==> src/rtl/if_stage.sv <==
// Instruction-fetch stage: owns the PC, drives instruction memory and loads the IF/ID register.
// Optional IF_FETCH_COUNT_EN adds a 32-bit count of valid IF/ID loads on output fetch_count.
`ifndef INSTRUCTION_LEN
`define INSTRUCTION_LEN 32
`endif
`ifndef INSTRUCTION_MEM_SIZE
`define INSTRUCTION_MEM_SIZE 1024
`endif

module if_stage #(
  parameter int INSTR_WIDTH = `INSTRUCTION_LEN,
  parameter int MEM_WORDS   = `INSTRUCTION_MEM_SIZE
) (
  input  logic                   clk,
  input  logic                   rst,
  input  logic                   freeze,
  input  logic                   branch_taken,
  input  logic [INSTR_WIDTH-1:0] branch_addr,
  input  logic [INSTR_WIDTH-1:0] mem_read_data,
  output logic [INSTR_WIDTH-1:0] mem_addr,
  output logic                   mem_read,
`ifdef IF_FETCH_COUNT_EN
  output logic [31:0]            fetch_count,
`endif
  output logic [INSTR_WIDTH-1:0] instr,
  output logic [INSTR_WIDTH-1:0] pc,
  output logic                   valid
);

  localparam logic [INSTR_WIDTH:0]   MEM_WORDS_W = (INSTR_WIDTH + 1)'(MEM_WORDS);
  localparam logic [INSTR_WIDTH-1:0] PC_STEP     = INSTR_WIDTH'(4);

  logic [INSTR_WIDTH-1:0] pc_q, pc_d;
  logic [INSTR_WIDTH-1:0] instr_q, instr_d;
  logic [INSTR_WIDTH-1:0] ifid_pc_q, ifid_pc_d;
  logic                   valid_q, valid_d;
  logic [INSTR_WIDTH-1:0] word_idx;
  logic [INSTR_WIDTH-1:0] pc_plus4;
  logic                   in_range;
  logic [1:0]             unused_branch_lsbs;

  assign word_idx           = pc_q >> 2;
  assign pc_plus4           = pc_q + PC_STEP;
  assign in_range           = ({1'b0, word_idx} < MEM_WORDS_W);
  assign unused_branch_lsbs = branch_addr[1:0];

  assign mem_addr = word_idx;
  assign mem_read = rst & in_range;
  assign instr    = instr_q;
  assign pc       = ifid_pc_q;
  assign valid    = valid_q;

  // Branch outranks freeze so a redirect is never lost behind a stall.
  always_comb begin
    pc_d      = pc_q;
    instr_d   = instr_q;
    ifid_pc_d = ifid_pc_q;
    valid_d   = valid_q;
    if (branch_taken) begin
      pc_d      = {branch_addr[INSTR_WIDTH-1:2], 2'b00};
      instr_d   = '0;
      ifid_pc_d = '0;
      valid_d   = 1'b0;
    end else if (!freeze) begin
      pc_d      = pc_plus4;
      instr_d   = mem_read ? mem_read_data : '0;
      ifid_pc_d = pc_plus4;
      valid_d   = mem_read;
    end
  end

  always_ff @(posedge clk) begin
    if (!rst) begin
      pc_q      <= '0;
      instr_q   <= '0;
      ifid_pc_q <= '0;
      valid_q   <= 1'b0;
    end else begin
      pc_q      <= pc_d;
      instr_q   <= instr_d;
      ifid_pc_q <= ifid_pc_d;
      valid_q   <= valid_d;
    end
  end

`ifdef IF_FETCH_COUNT_EN
  logic [31:0] fetch_count_q, fetch_count_d;

  always_comb begin
    fetch_count_d = fetch_count_q;
    if (!branch_taken && !freeze && mem_read) begin
      fetch_count_d = fetch_count_q + 32'd1;
    end
  end

  always_ff @(posedge clk) begin
    if (!rst) begin
      fetch_count_q <= '0;
    end else begin
      fetch_count_q <= fetch_count_d;
    end
  end

  assign fetch_count = fetch_count_q;
`endif

endmodule

==> config.mk <==
export PLATFORM = sky130hd
export DESIGN_NAME = if_stage
export DESIGN_NICKNAME = d
export VERILOG_FILES = /design/src/rtl/if_stage.sv
export SDC_FILE = /design/constraint.sdc
export NUM_CORES = 1
export LEC_CHECK = 0
export CAP_MARGIN = 20
export CORE_MARGIN = 10
export CORE_UTILIZATION = 41
export CTS_CLUSTER_DIAMETER = 60
export CTS_CLUSTER_SIZE = 28
export DETAILED_ROUTE_END_ITERATION = 10
export HOLD_SLACK_MARGIN = 0.02
export PLACE_DENSITY = 0.77
export SLEW_MARGIN = 20
export SYNTH_ARGS = -nofsm -noshare
export SYNTH_HDL_FRONTEND = slang
export SYNTH_SLANG_ARGS = --single-unit
==> constraint.sdc <==
create_clock -name clk -period 1.9 [get_ports clk]
set_input_delay 0.285 -clock clk [delete_from_list [all_inputs] [get_ports clk]]
set_output_delay 0.285 -clock clk [all_outputs]
set_load 0.02 [all_outputs]
Word level (Yosys, flattened, before mapping)
Cells that the tools add are included.

Add/subtract/negate cells: 1. Multiply operators: 0. Div/mod/pow operators: 0. $lt $le $gt $ge: 1. Equal/unequal tests: 1. Shifts and indexed selects: 0. Mux-type cells: 3. Bitwise logic cells: 2. Reduce and logical (&&, ||, !) cells: 1.

Operators by type and width (count): $mux 32 (3); $add 32x3->32 const B (1); $lt 30x11->1 const B (1); $ne 2x1->1 const B (1); $reduce_or 2->1 (1); $and 1x1->1 (1); $not 1->1 (1).

Register bits after elaboration: 97. Bits in latches: 0. RAM bits: 0. ROM bits: 0. Input bits: 68. Logic and storage cells: 14. Memories: 0.

Longest topological paths before layout
Gate-level depths: netlist of run 1.

Depth after elaboration: 3. Mapped depth: 8. Gate-level depth less buffers: 5.

Worst setup path after synthesis of run 1
OpenSTA, ideal clock, no wires.

Path kind: register to register. From: reg pc_q[2]. To: reg pc_q[30]. Setup time: 0.074 ns. Arrival time: 2.135 ns. Data required time: 1.826 ns. Setup slack: -0.309 ns. Cell stages (with the launch flop): 7. Buffers on the path: 1. Period minus slack after synthesis: 2.209 ns. Cell sequence: dfxtp_1 > ha_1 > nand4b_2 > or2_1 > buf_2 > or4_1 > a31oi_1.

Word-level cells in the longest chain between the ends: 3.

Ends and longest elaborated chain: from (decl) (line 33) `logic [INSTR_WIDTH-1:0] pc_q, pc_d;`; from (signal assigned) (line 79) `pc_q <= pc_d;`; $add 32x3->32 (line 43) `assign pc_plus4 = pc_q + PC_STEP;`; $mux 32 (line 64) `end else if (!freeze) begin`; $mux 32 (line 59) `if (branch_taken) begin`.

Every way passes these cells. The select of a mux whose other input is x is not followed. A chain may end at the register's enable or synchronous reset.

Worst setup path after layout of run 1
From: reg pc_q[21]. To: out mem_read.

Word-level cells in the longest chain between the ends: 2.

Ends and longest elaborated chain: $lt 30x11->1 (line 44) `assign in_range = ({1'b0, word_idx} < MEM_WORDS_W);`; $and 1x1->1 (line 48) `assign mem_read = rst & in_range;`; to (decl) (line 21) `output logic mem_read,`.

Every way passes these cells.

==> results.json, run 1 <==
{
  "synthesis.area_um2": 4780,
  "drtAntennaViolNets": 0,
  "syn-instance-count": 596,
  "pwr-share-comb": 0.181,
  "dr.pass1.iters": 5,
  "rsz0062_at_grt": "true",
  "fin_util": 0.651,
  "vias": 5350,
  "yosys-top-cells-area": "dfxtp_1 (39%), or4_1 (8.0%), a21oi_1 (5.8%)",
  "register_area_um2": 1920,
  "hp-start": "valid",
  "synth-edff-count": 0,
  "maxSlewViolCount": 0,
  "cts_hold_buf": 0,
  "drc_errors": 0,
  "hp-class": "reg2reg",
  "fp.dieArea_um2": 16400,
  "cts-buffers-inserted": 9,
  "start_util": 0.419,
  "max_freq_mhz": 506,
  "end_kind": "output port",
  "overflow": 0,
  "multi_input_area_um2": 2690,
  "clock_path_buffers": 2,
  "outcome": "finished with violations",
  "swShare": 0.266,
  "clkSinkCount": 93,
  "drive_gt1_frac": 0.195,
  "place_congestion": 0.955,
  "synth.avg_cell_area_um2": 8.02,
  "power_uw": 4890,
  "slowest_delay_ns": 0.36,
  "cts_tree": "built",
  "cp_slowest_cell": "dfxtp_4",
  "place_hpwl_um": 12500,
  "clk_pin_slew_ns": 0.07,
  "core.rowCount": 39,
  "required_ns": 1.62,
  "final.period_utilization": 1.04,
  "synthArstFlopShare": 0,
  "p_switching_uw": 1300,
  "cp_cell_sequence": "nor4b_4 > nand4_1 > buf_6 > buf_12 > nor2_4 > buf_6",
  "tightest_slew_ns": 0.493,
  "port_buffers": 159,
  "grt_pass1_wl_um": 27100,
  "grt_pass1_vias": 5155,
  "cap_violations": 0,
  "die_width_um": 128,
  "core_region_area_um2": 11400,
  "worst_path_most_repeated_cell": "buf_6",
  "grt_max_degree": 49,
  "whs_ns": 0.451,
  "cp-startpoint": "pc_q[21]",
  "finalNonFillerCells": 924,
  "skew_ns": 0.00839,
  "cp_max_fo": 17,
  "fillCellCount": 928,
  "hold_viol": 0,
  "slew_headroom": 0.669,
  "yosys_warnings": 0,
  "synthDistinctLibCells": 52,
  "rr_startpoint": "pc_q[21]",
  "drtIter0Drc": 473,
  "ys_ff_latch": 93,
  "viasPerCell": 5.79,
  "grt_usage": 0.202,
  "syn2layout_area_growth_pct": 55.5,
  "die_h_um": 128,
  "clkLatencyLatePin_ns": 0.35,
  "finalNetCount": 845,
  "p_leak_uw": 0.00268,
  "critPathArrivalTime_ns": 1.69,
  "yosysTopAreaCellShare": 0.389,
  "startpoint_type": "flop",
  "antennaDiodeCount": 0,
  "place_area_um2": 6800,
  "wl_per_cell_um": 19.1,
  "r2r_slack_ns": -0.06,
  "peakVddDrop_v": 0.000445,
  "setup_violations": 17,
  "dp_cells": 896,
  "ys_seq_area_frac": 0.389,
  "clkPwrFrac": 0.389,
  "internal_power_uw": 3590,
  "fin_ws_ns": -0.0746,
  "root_buffer": "clkbuf_16",
  "synth_flop_cell": "dfxtp_1",
  "io-pin-count": 166,
  "seq_power_share": 0.431,
  "powerDensity_nw_per_um2": 657,
  "routed_wl_um": 17700,
  "netlist.top_cell.by_area": "dfxtp_1",
  "antenna_found_initial": 0,
  "layout_min_cycle_time_ns": 1.97,
  "path_class": "reg2out",
  "design_area_um2": 7440,
  "htree_levels": 3,
  "failed_checks": "setup timing"
}
## routing by layer
metal  routed length [µm]  vias up  track usage
li1                     -     2531            -
met1                 7280     2524        0.249
met2                 8540      255        0.335
met3                 1440       40       0.0447
met4                  410        0       0.0781
met5                    0        -            0
## final cells by class
type / count / area share
tap: 143 / 0.0241
multi-input combinational: 405 / 0.362
sequential: 93 / 0.258
timing repair buffer: 229 / 0.295
clock buffer: 12 / 0.0360
clock inverter: 4 / 0.00606
inverter: 38 / 0.0192
## critical path: cells and delay by family (launching register included)
kind | cells | cell delay [ns]
buffers and inverters | 3 | 0.43
flip-flops | 1 | 0.36
AND/OR/NAND/NOR | 3 | 0.54
## registers in the layout (all words and copies together), names as in the netlist
name	count
pc_q	30
valid	1
pc	30
instr	32
## cell families after synthesis
family / share of synthesized area
flip-flops: 0.389
buffers and inverters: 0.0869
AO/OA/AOI/OAI: 0.206
XOR/XNOR: 0.0403
AND/OR/NAND/NOR: 0.265
multiplexers: 0.00838
other: 0.000784
adder cells (fa/ha/maj): 0.00262
## power groups by stage
stage                     Sequential (µW)  Clock (µW)  Combinational [µW]
after floorplan                      2220           0                 326
after global placement               2140           0                 807
after detailed placement             2140           0                 821
after CTS                            2100        1930                 838
after global routing                 2110        2000                 943
final                                2110        1900                 883
## stage by stage
step                setup slack (ns)  setup TNS [ns]
finish                       -0.0746          -0.675
global route                  -0.124           -1.83
CTS                          -0.0204         -0.0204
detailed placement            -0.375          -11.14
global placement              -0.293           -9.45
floorplan                    -0.0632         -0.0632
## cell usage in the layout, fill, tap and decap left out, types with 4 or more instances in the layout
cell type / synthesis / final
a211oi_1: 5 / 5
a21oi_1: 55 / 45
a21oi_2: 0 / 10
a31oi_1: 18 / 18
and4_1: 10 / 10
buf_4: 4 / 62
buf_6: 2 / 5
clkbuf_16: 0 / 10
clkdlybuf4s50_1: 0 / 154
conb_1: 1 / 4
dfxtp_1: 93 / 72
dfxtp_2: 0 / 9
dfxtp_4: 0 / 12
inv_1: 36 / 36
mux2i_1: 4 / 4
nand2_1: 50 / 50
nand2b_1: 7 / 7
nand3_1: 8 / 7
nand4_1: 11 / 11
nor2_1: 15 / 14
nor2b_1: 4 / 4
nor3_1: 19 / 19
nor4_1: 8 / 5
o211a_1: 4 / 4
o21ai_0: 49 / 49
o311a_1: 5 / 5
o31ai_1: 15 / 15
or3_1: 9 / 7
or4_1: 51 / 38
or4_4: 2 / 15
xnor2_1: 20 / 20
## cells in the mapped netlist (15+ instances only)
cell	n
xnor2_1	20
clkbuf_1	49
a21oi_1	55
or4_1	51
nor3_1	19
inv_1	36
o21ai_0	49
nor2_1	15
dfxtp_1	93
a31oi_1	18
o31ai_1	15
nand2_1	50
## path summary, 6_finish.rpt
check	to	depth (start not counted)
max	mem_read	6
min	valid	2
max reg2reg	instr[14]	6
min reg2reg	valid	2
## timing repair
| action | 4_1_cts | 5_1_grt |
|---|---|---|
| pin swaps | 3 | 23 |
| endpoints found under the setup margin | 12 | 39 |
| gates resized for setup | 17 | 41 |
| gates cloned | 1 | 0 |
| setup buffers | 1 | 10 |
(Power assumes the default switching activity.)
==> run 2, diff against run 1 <==
Settings changed: GPL_TIMING_DRIVEN set to 0.
==> results.json, run 2 (synthesis gave the netlist of run 1 again) <==
{
  "required_ns": 2.17,
  "max_freq_mhz": 504,
  "grt_pass1_wl_um": 29200,
  "powerDensity_nw_per_um2": 636,
  "antennaDiodeCount": 0,
  "slew_headroom": 0.541,
  "clkSinkCount": 93,
  "mostFrequentLayoutCells": "clkdlybuf4s50_1 (156), dfxtp_1 (70), nand2_1 (49), o21ai_0 (49)",
  "skew_ns": 0.00764,
  "pwr-share-comb": 0.181,
  "core.rowCount": 39,
  "critPathArrivalTime_ns": 2.26,
  "fin_ws_ns": -0.0846,
  "layout_commonest_cell": "clkdlybuf4s50_1",
  "grt_usage": 0.219,
  "rr_startpoint": "pc_q[22]",
  "clock_path_buffers": 2,
  "outcome": "finished with violations",
  "drt-met1-wl_um": 8050,
  "tightest_slew_ns": 0.689,
  "cap_violations": 0,
  "place_hpwl_um": 14100,
  "hp-class": "reg2reg",
  "wl_per_cell_um": 21.3,
  "final.period_utilization": 1.04,
  "hp-start": "valid",
  "cts_tree": "built",
  "antenna_found_initial": 0,
  "core_region_area_um2": 11400,
  "root_buffer": "clkbuf_16",
  "dr.pass1.iters": 5,
  "cp_max_fo": 10,
  "overflow": 0,
  "setup-tns-final_ns": -0.715,
  "swShare": 0.277,
  "crit_family": "simple AND/OR/NAND/NOR gates",
  "die_width_um": 128,
  "routed_wl_um": 20100,
  "cp_slowest_cell": "or4_4",
  "maxUsedRoutingLayer": "met4",
  "layout_min_cycle_time_ns": 1.98,
  "place_area_um2": 6640,
  "clkPwrFrac": 0.384,
  "drtIter0Drc": 365,
  "fin_util": 0.676,
  "start_util": 0.419,
  "clk_pin_slew_ns": 0.07,
  "htree_levels": 3,
  "place_congestion": 0.934,
  "finalNetCount": 867,
  "drive_gt1_frac": 0.239,
  "reg2regPathDepth": 6,
  "fp.dieArea_um2": 16400,
  "r2r-end": "instr[28]",
  "startpoint_type": "flop",
  "peakVddDrop_v": 0.000500,
  "critPathBufInv": 2,
  "failed_checks": "setup timing",
  "clkLatencyLatePin_ns": 0.34,
  "dp_cells": 900,
  "design_area_um2": 7710,
  "viasPerCell": 5.94,
  "wl_met3_um": 1560,
  "syn2layout_area_growth_pct": 61.4,
  "internal_power_uw": 3550,
  "cp_cell_sequence": "nor4b_2 > nand4_1 > clkbuf_8 > buf_6 > or4_4 > a21oi_2",
  "p_leak_uw": 0.00272,
  "vias": 5609,
  "routed-wl-met2_um": 9640,
  "r2r_slack_ns": -0.08,
  "maxSlewViolCount": 0,
  "grt_max_degree": 16,
  "hold_path_end": "valid",
  "end_kind": "flop",
  "drc_errors": 0,
  "rsz0062_at_grt": "true",
  "hold_viol": 0,
  "cts-buffers-inserted": 9,
  "slowest_delay_ns": 0.49,
  "holdPathStages": 2,
  "path_class": "reg2reg",
  "setup_violations": 20,
  "largest_reg_flops": 32,
  "grt_pass1_vias": 5184,
  "port_buffers": 158,
  "drtAntennaViolNets": 0,
  "seq_power_share": 0.435,
  "io-pin-count": 166,
  "die_h_um": 128,
  "p_switching_uw": 1360,
  "finalNonFillerCells": 945
}
run 2: repair_timing:
| action | 4_1_cts | 5_1_grt |
|---|---|---|
| hold buffers | 0 | 0 |
| endpoints found under the setup margin | 78 | 65 |
| hold endpoints to repair | 0 | 0 |
| gates resized for setup | 60 | 98 |
| gates cloned | 0 | 1 |
| pin swaps | 16 | 49 |
| setup buffers | 21 | 21 |
run 2: through the flow:
stage | worst slack [ns] | hold slack [ns] | power, µW
4_1_cts | -0.0103 | 0.457 | 4840
2_1_floorplan | -0.0632 | 0.422 | 2540
3_3_place_gp | -0.994 | 0.439 | 2950
6_report | -0.0846 | 0.458 | 4910
5_1_grt | -0.150 | 0.486 | 5060
3_5_place_dp | -0.989 | 0.449 | 2960
run 2: area by class of cell:
type,count,area (µm²)
multi-input combinational,405,2900
tap,143,179
fill,890,3700
inverter,38,143
timing repair buffer,201,1960
clock inverter,4,53.8
clock buffer,11,254
buffer,50,287
sequential,93,1940
run 2: worst register-to-register path: cells and delay by family (launching register included):
family / cells / cell delay, ns
AO/OA/AOI/OAI: 1 / 0.16
buffers and inverters: 2 / 0.36
flip-flops: 1 / 0.39
AND/OR/NAND/NOR: 3 / 1.01
run 2: how the worst max path moves through the flow:
stage	from	end	cells past startpoint
finish	pc_q[22]	instr[28]	6
global route	pc_q[22]	instr[28]	6
CTS	pc_q[16]	mem_read	5
detailed placement	freeze	pc_q[3]	6
global placement	freeze	pc_q[3]	6
floorplan	pc_q[3]	pc_q[30]	6
run 2: metal layers:
layer | GRT usage | up-vias
li1 | - | 2563
met1 | 0.278 | 2692
met2 | 0.357 | 287
met3 | 0.0364 | 67
met4 | 0.0974 | 0
met5 | 0 | -
run 2: power by group through the flow:
stage	Clock, µW	Combinational, µW	Sequential (µW)
after detailed placement	0	804	2150
after global placement	0	797	2150
after floorplan	0	326	2220
after CTS	1890	819	2130
final	1880	887	2140
after global routing	1960	947	2140
==> run 3, diff against run 2 <==
Settings changed: ABC_AREA set to 1, CORE_UTILIZATION 41 to 39, PLACE_DENSITY 0.77 to 0.76, TNS_END_PERCENT set to 30.
==> results.json, run 3 <==
{
  "outcome": "complete, no violations",
  "clkSinkCount": 93,
  "final.period_utilization": 0.954,
  "syn-instance-count": 578,
  "required_ns": 1.62,
  "fin_ws_ns": 0.0877,
  "core_region_area_um2": 10300,
  "synth-edff-count": 0,
  "synthDistinctLibCells": 31,
  "layout_min_cycle_time_ns": 1.81,
  "synth.avg_cell_area_um2": 7.18,
  "startpoint_type": "flop",
  "drc_errors": 0,
  "dr.pass1.iters": 5,
  "place_hpwl_um": 11400,
  "path_class": "reg2out",
  "overflow": 0,
  "port_buffers": 158,
  "die_h_um": 123,
  "finalNetCount": 823,
  "finalNonFillerCells": 895,
  "crit_family": "buffers and inverters",
  "mostFrequentLayoutCells": "nand2_1 (195), clkdlybuf4s50_1 (156), nand3_1 (81), dfxtp_1 (81), a21oi_1 (37)",
  "reg2regPathDepth": 9,
  "ys_seq_area_frac": 0.449,
  "slowest_delay_ns": 0.70,
  "grt_pass1_wl_um": 22400,
  "place_congestion": 0.954,
  "holdPathStages": 3,
  "fp.dieArea_um2": 15200,
  "clk_pin_slew_ns": 0.08,
  "tightest_slew_ns": 0.586,
  "end_kind": "output port",
  "core.rowCount": 37,
  "yosys_warnings": 0,
  "dp_cells": 875,
  "hp-class": "in2reg",
  "clkLatencyLatePin_ns": 0.37,
  "root_buffer": "clkbuf_8",
  "drtIter0Drc": 298,
  "layout_commonest_cell": "nand2_1",
  "rr_startpoint": "pc_q[2]",
  "grt_pass1_vias": 4473,
  "p_leak_uw": 0.00246,
  "power_uw": 3930,
  "dp_slack_ns": -0.672,
  "synth_flop_cell": "dfxtp_1",
  "hp-start": "freeze",
  "netlist.top_cell.by_area": "dfxtp_1",
  "slew_headroom": 0.609,
  "yosysTopAreaCellShare": 0.449,
  "largest_reg_flops": 32,
  "synthArstFlopShare": 0,
  "critPathArrivalTime_ns": 1.53,
  "cp_cell_sequence": "clkdlybuf4s50_1",
  "setup_violations": 0,
  "wl_per_cell_um": 15.9,
  "peakVddDrop_v": 0.000379,
  "die_width_um": 123,
  "cts-buffers-inserted": 9,
  "maxSlewViolCount": 0,
  "skew_ns": 0.0142,
  "cp_max_fo": 7,
  "start_util": 0.402,
  "vias": 4459,
  "drive_gt1_frac": 0.0922,
  "htree_levels": 3,
  "yosys-top-cells-area": "dfxtp_1 (45%), nand2_1 (18%), nand3_1 (9.8%)",
  "max_freq_mhz": 552,
  "yosys-top-cells-count": "nand2_1 (195), dfxtp_1 (93), nand3_1 (81)",
  "io-pin-count": 166,
  "viasPerCell": 4.98,
  "powerDensity_nw_per_um2": 640,
  "ys_ff_latch": 93,
  "routed_wl_um": 14200,
  "whs_ns": 0.326,
  "critPathBufInv": 1,
  "cap_violations": 0,
  "hold_viol": 0,
  "antennaDiodeCount": 0,
  "cp_slowest_cell": "clkdlybuf4s50_1",
  "antenna_found_initial": 0,
  "hold_path_end": "instr[0]",
  "yosys.cell_count.top_type": "nand2_1",
  "r2r_slack_ns": 0.18,
  "syn2layout_area_growth_pct": 48.3,
  "r2r-end": "pc_q[14]",
  "drtAntennaViolNets": 0,
  "clock_path_buffers": 2,
  "synthesis.area_um2": 4150,
  "grt_max_degree": 16,
  "grt_usage": 0.185,
  "cts_tree": "built"
}
[run 3: cell count changes in the layout (fill, tap and decap cells not counted), moves of 16 or more]
cell / previous run / this run
nor2_1: 14 / 32
nor3_1: 19 / 3
o21ai_0: 49 / 7
a31oi_1: 17 / 1
nand2_1: 49 / 195
buf_4: 36 / 12
nand3_1: 6 / 81
or4_4: 36 / 0
a21oi_2: 24 / 0
dfxtp_4: 18 / 1
or4_1: 17 / 0
xnor2_1: 20 / 2
[run 3: worst max path at each step]
stage | from | end | slack [ns] | cells after the start
2_1_floorplan | pc_q[2] | pc_q[14] | 0.26 | 9
3_3_place_gp | rst | mem_read | -0.65 | 7
3_5_place_dp | rst | mem_read | -0.67 | 7
4_1_cts | pc_q[30] | mem_read | 0.02 | 7
5_1_grt | pc_q[27] | mem_read | -0.002 | 7
6_report | pc_q[12] | mem_addr[10] | 0.09 | 1
[run 3: what timing repair did]
action | CTS | global route
setup endpoints to repair | 1 | 2
setup buffers | 1 | 3
endpoints found under the hold margin | 0 | 0
hold buffers | 0 | 0
pin swaps | 1 | 1
resized for setup | 15 | 6
[run 3: metrics by stage]
step / setup TNS (ns) / util / cell area (µm²)
detailed placement: -5.31 / 0.573 / 5910
floorplan: 0 / - / 4160
CTS: 0 / 0.592 / 6110
finish: 0 / 0.596 / 6150
global route: -0.00208 / 0.596 / 6150
global placement: -3.21 / 0.573 / 5910
[run 3: cell families after synthesis]
logic type | after synthesis | share of synthesized area
flops | 93 | 0.449
simple gates | 333 | 0.347
xor+xnor | 3 | 0.00634
other cells | 1 | 0.000904
buf+inv | 71 | 0.0796
fa+ha+maj | 1 | 0.00302
compound gates | 76 | 0.114
[run 3: worst min-delay path: stages]
cell and delay (ns):
clkbuf_1 0.19, nand2_1 0.10, a21oi_1 0.05
[run 3: final cells by class]
type | count | area, µm²
flip-flops and latches | 93 | 1880
well taps | 136 | 170
clock inverters | 4 | 32.5
fillers | 975 | 4170
multi-input cells | 417 | 1970
clock buffers | 12 | 155
repair buffers | 162 | 1610
plain buffers | 32 | 184
inverters | 39 | 146
[run 3: layer usage]
metal,vias to the layer above,share of wire,GRT usage
met4,0,0.013,0.0582
met5,-,0,0
li1,2257,-,-
met2,159,0.47,0.309
met3,15,0.12,0.0871
met1,2028,0.40,0.205
[run 3: report_power, final]
group	total, µW	internal (µW)	leakage, µW	switching [µW]
Sequential	2080	2010	0.000761	76.1
Clock	1270	553	0.0000888	716
Combinational	581	287	0.00161	294
